File: config.mk
export PLATFORM = sky130hd
export DESIGN_NAME = ripple_carry_comparator
export DESIGN_NICKNAME = d
export VERILOG_FILES = /design/src/rtl/ripple_carry_comparator.sv
export SDC_FILE = /design/constraint.sdc
export NUM_CORES = 1
export LEC_CHECK = 0
export BUFFER_PORTS_ARGS = -buffer_cell sky130_fd_sc_hd__buf_2
export CORE_AREA = 2 2 39 41
export CTS_CLUSTER_SIZE = 20
export DETAILED_ROUTE_END_ITERATION = 12
export DIE_AREA = 0 0 41 43
export SLEW_MARGIN = 10
export SYNTH_ARGS = -nofsm -noshare
export SYNTH_HDL_FRONTEND = slang
export SYNTH_SLANG_ARGS = --single-unit
export TNS_END_PERCENT = 30
File: constraint.sdc
create_clock -name clk -period 0.8 [get_ports clk]
set_clock_uncertainty 0.2 [all_clocks]
set_input_delay 0.04 -clock clk [delete_from_list [all_inputs] [get_ports clk]]
set_output_delay 0.04 -clock clk [all_outputs]
set_load 0.01 [all_outputs]
File: src/rtl/ripple_carry_comparator.sv
// Unsigned magnitude comparator built from a ripple chain of 1-bit compare
// slices running LSB to MSB. Cascade inputs let several instances be chained
// into wider comparisons; the final flags are registered (one cycle latency).
module ripple_carry_comparator #(
    parameter int WIDTH = 6
) (
    input  logic             clk,
    input  logic             rst,
    input  logic [WIDTH-1:0] A,
    input  logic [WIDTH-1:0] B,
    input  logic             gti,
    input  logic             lti,
    input  logic             eqi,
    output logic             gto,
    output logic             lto,
    output logic             eqo
);

    // Element i of each chain is the cascade entering slice i; element WIDTH
    // is the combinational result of the whole word.
    logic [WIDTH:0] gt_chain;
    logic [WIDTH:0] lt_chain;
    logic [WIDTH:0] eq_chain;

    assign gt_chain[0] = gti;
    assign lt_chain[0] = lti;
    assign eq_chain[0] = eqi;

    // One compare slice per bit: a differing bit overrides everything below
    // it, equal bits pass the lower-significance verdict through untouched,
    // so the most-significant differing bit ends up deciding the result.
    // Illegal cascade patterns are deliberately not cleaned up here.
    for (genvar i = 0; i < WIDTH; i++) begin : g_slice
        logic bit_equal;
        assign bit_equal       = ~(A[i] ^ B[i]);
        assign gt_chain[i + 1] = (A[i] & ~B[i]) | (bit_equal & gt_chain[i]);
        assign lt_chain[i + 1] = (~A[i] & B[i]) | (bit_equal & lt_chain[i]);
        assign eq_chain[i + 1] = bit_equal & eq_chain[i];
    end

    // Result register: reset reports "equal", otherwise capture the chain
    // output on every rising edge (no enable).
    always_ff @(posedge clk or posedge rst) begin
        if (rst) begin
            gto <= 1'b0;
            lto <= 1'b0;
            eqo <= 1'b1;
        end else begin
            gto <= gt_chain[WIDTH];
            lto <= lt_chain[WIDTH];
            eqo <= eq_chain[WIDTH];
        end
    end

endmodule

== Yosys cells after proc, flatten, opt, wreduce, memory -nomap -nowiden ==
Cells that the tools add are included.

* Eq/ne operators: 0
* Bitwise gates (word level): 66
* Shifts and indexed selects: 0
* Divide/modulo/power cells: 0
* Order comparisons: 0
* $add $sub $neg: 0
* Mux-type cells: 0
* Multiply operators: 0
* Reductions and logical operators: 0

{| class="wikitable"
|+ Operators with widths
! cell !! count
|-
| $and A1 B1 Y1 || 30
|-
| $not A1 Y1 || 18
|-
| $or A1 B1 Y1 || 12
|-
| $xor A1 B1 Y1 || 6
|}

* Memory bits (writable): 0
* Bits in read-only memories: 0
* Flip-flop bits (word level): 3
* Memories kept: 0
* Bits of input ports: 17
* Output and inout port bits: 3
* Bits in latches: 0
* Word-level logic and storage cells: 69

== Depth between registers and ports, before layout ==
* Depth in word-level cells: 14
* Depth in mapped cells: 5
* Gate-level depth less buffers: 5

== Worst setup path before layout ==
OpenSTA, ideal clock, no wires.

* Path type: input port to flip-flop
* Start: input port A[0]
* End: register gto
* Arrival time: 0.750 ns
* Required time: 0.462 ns
* Library setup time: 0.138 ns
* Path slack: -0.288 ns
* Cell stages on the path: 5
* Path buffers: 0
* Path through: inv_1 -> ha_1 -> a21o_1 -> a21oi_1 -> o221ai_1

* Cells in the longest elaborated chain, start to end: 14
* Elaborated cells between the ends (all ways): 15
* Those cells by class: bitwise: 15

{| class="wikitable"
|+ Ends and longest elaborated chain
! what !! RTL line !! RTL
|-
| from (decl) || 9 || <nowiki>input logic [WIDTH-1:0] A,</nowiki>
|-
| $xor A1 B1 Y1 || 35 || <nowiki>assign bit_equal = ~(A[i] ^ B[i]);</nowiki>
|-
| $not A1 Y1 || 35 ||
|-
| $and A1 B1 Y1 || 36 || <nowiki>assign gt_chain[i + 1] = (A[i] & ~B[i]) | (bit_equal & gt_chain[i]);</nowiki>
|-
| $or A1 B1 Y1 (*) || 36 ||
|-
| $and A1 B1 Y1 (*) || 36 ||
|-
| $or A1 B1 Y1 (*) || 36 ||
|-
| $and A1 B1 Y1 (*) || 36 ||
|-
| $or A1 B1 Y1 (*) || 36 ||
|-
| $and A1 B1 Y1 (*) || 36 ||
|-
| $or A1 B1 Y1 (*) || 36 ||
|-
| $and A1 B1 Y1 (*) || 36 ||
|-
| $or A1 B1 Y1 (*) || 36 ||
|-
| $and A1 B1 Y1 (*) || 36 ||
|-
| $or A1 B1 Y1 (*) || 36 ||
|-
| named net gt_chain[6] || 21 || <nowiki>logic [WIDTH:0] gt_chain;</nowiki>
|-
| to (signal assigned) || 49 || <nowiki>gto <= gt_chain[WIDTH];</nowiki>
|-
| to (decl) || 14 || <nowiki>output logic gto,</nowiki>
|}

Mark *: on every way through the listed nets, which the timed path passes. The rest lies on a longest branch.

== Worst setup path in the final report ==
* Start: register eqo
* End: output port eqo

{| class="wikitable"
|+ RTL lines
! what !! RTL line !! RTL
|-
| from (decl) || 16 || <nowiki>output logic eqo</nowiki>
|-
| from (signal assigned) || 51 || <nowiki>eqo <= eq_chain[WIDTH];</nowiki>
|}

No word-level cell between the ends.

==> results.py <==
metrics = {
    "worst_setup_path": {
        "crit_path_cell_trace": "buf_6",
        "cpPeakStageDelay_ns": 0.52,
        "cp_slowest_cell": "dfstp_2",
        "cp_num_cells": 1,
        "critPathMaxFanout": 1,
        "crit_path_start_kind": "flop",
        "crit_family": "flip-flops",
        "crit_buf_inv": 1,
        "end_kind": "primary output",
        "criticalPathCategory": "flop to primary output",
        "crit_required_ns": 0.56,
        "arrival_ns": 0.85,
    },
    "power": {
        "power.switching_uw": 209,
        "p_comb_share_pct": 34.9,
        "internal-power_uw": 484,
        "pwr-share-clk_pct": 40.4,
        "power.density_nw_per_um2": 1150,
        "ir_drop_mv": 0.504,
        "leakage_uw": 0.000347,
        "p_sw_share_pct": 30.1,
        "p_seq_share_pct": 24.7,
    },
    "routing": {
        "num_vias": 358,
        "ant_nets": 0,
        "dr.pass1.iters": 5,
        "routedWlPerCell_um": 8.93,
        "drc": 0,
        "routed_wl_um": 759,
        "viasPerCell": 4.21,
        "drtIter0Drc": 3,
    },
    "floorplan": {
        "start_util_pct": 26.2,
        "core-area_um2": 1380,
        "rows": 14,
        "fp.dieH_um": 43,
        "dieArea_um2": 1760,
        "pin_count": 20,
        "die_width_um": 41,
    },
    "global_route": {
        "grt_antenna_before_repair": 0,
        "grt_pass1_vias": 379,
        "grt_max_degree": 5,
        "grt_pass1_wl_um": 1270,
        "grt_usage_pct": 11.0,
        "grt.overflow.total": 0,
    },
    "synthesis": {
        "syn-instance-count": 42,
        "synth_common_cells": "inv_1, ha_1, a21oi_1",
        "netlist-cell-type-count": 11,
        "yosys_warnings": 0,
        "synth_nets": 71,
        "ys_async_sr_fraction_pct": 100,
        "syn_area_um2": 363,
        "synth_top_area_share_pct": 41.4,
        "synth_top_area_cell": "ha_1",
        "yosysMostFrequentCell": "inv_1",
        "ys_ff_latch": 3,
        "synth_top_flop_cell": "dfrtp_1",
        "ys_seq_area_share_pct": 21.0,
        "synth_edf_count": 0,
        "synth_area_leaders": "ha_1, dfrtp_1, inv_1",
        "synth_area_per_cell_um2": 8.64,
    },
    "clock_network": {
        "postCtsHoldBufs": 1,
        "clk_pin_slew_ns": 0.04,
        "htree_levels": 1,
        "cts_tree": "yes",
        "cts_buffers": 3,
        "cts_num_sinks": 3,
        "clockBufferDepth": 2,
        "root_buffer": "clkbuf_4",
    },
    "timing": {
        "holdWs_ns": -0.189,
        "slew_headroom_pct": 89.1,
        "maxSlewViolCount": 0,
        "worstMarginPinSlew_ns": 0.164,
        "post-route-period-util_pct": 136,
        "max_freq_ghz": 0.920,
        "setup_viol": 5,
        "rsz0062_at_grt": "yes",
        "fin_ws_ns": -0.287,
        "timing.final.hold_violations": 2,
        "min_period_ns": 1.09,
    },
    "flow_run": {
        "drv_cap": 0,
    },
    "place": {
        "hpwl_um": 629,
        "port_buffers": 19,
        "place_congestion": 0.634,
    },
    "final_layout": {
        "n_antenna_cell": 0,
        "seqCellArea_um2": 76.3,
        "final_core_util_pct": 43.4,
        "multi_input_area_um2": 289,
        "fin_nets": 99,
        "synthToLayoutAreaGrowth_pct": 65.5,
        "fillCellCount": 143,
        "drive_above_1_share_pct": 49.3,
    },
    "min_path": {
        "hold_depth": 3,
        "hp-class": "input port to flop",
    },
    "status": {
        "violations": "negative hold slack, negative setup slack",
        "status": "finished, violations left",
    },
}
per-stage QoR:
step | TNS, ns | setup slack, ns | total power, µW | instance area, µm² | std cells
global route | -0.931 | -0.322 | 760 | 601 | 85
finish | -0.784 | -0.287 | 693 | 601 | 85
global placement | -0.910 | -0.359 | 386 | 538 | 80
detailed placement | -0.925 | -0.353 | 390 | 538 | 80
CTS | -0.800 | -0.295 | 690 | 584 | 85
floorplan | -0.371 | -0.166 | 293 | 400 | 42
cell families after synthesis:
group | after synthesis | synth area share [%]
adders and majority gates | 12 | 41.4
DFF | 3 | 21.0
AOI/OAI and AO/OA | 10 | 17.2
buffers and inverters | 13 | 13.4
and+or+nand+nor | 4 | 6.89
cell usage in the layout, fill, tap and decap left out, drive strengths merged:
cell,n
ha,12
inv,13
dfstp,1
buf,22
a21o,2
nor2,1
dlygate4sd3,1
clkbuf,4
nand4,1
a21oi,6
o221ai,2
nand2,1
nand3,1
dfrtp,2
path summary, 6_finish.rpt:
path / from / slack (ns) / to
max: eqo / -0.29 / eqo
min: eqi / -0.19 / eqo
max in group asynchronous: rst / 0.18 / eqo
min in group asynchronous: rst / 0 / gto
flip-flops by register name, summed over array words and instances (netlist names):
signal	count
lto	1
eqo	1
gto	1
routing by layer:
layer  GRT usage [%]  up-vias  wire [µm]
met5               0        -          0
met4            6.00        0          0
met3            6.28        0         48
met2            19.1       10        417
met1            8.95      159        293
li1                -      189          -
final cells by class:
cell class	count	area share (%)
tap	16	3.33
sequential	3	12.7
inverter	13	8.12
multi-input combinational	26	48.1
clock buffer	4	4.38
timing repair buffer	23	23.3
repair_timing:
item	in CTS	in global routing
gates resized for setup	2	3
hold endpoints to repair	5	2
setup buffers	0	0
endpoints found under the setup margin	5	5
power by group through the flow:
stage	clock (µW)	sequential, µW	combinational, µW
after detailed placement	0	171	219
final	280	171	242
after floorplan	0	179	114
after global placement	0	170	216
after global routing	312	172	276
after CTS	293	169	228
No activity file was read; power rests on OpenSTA's default activity.
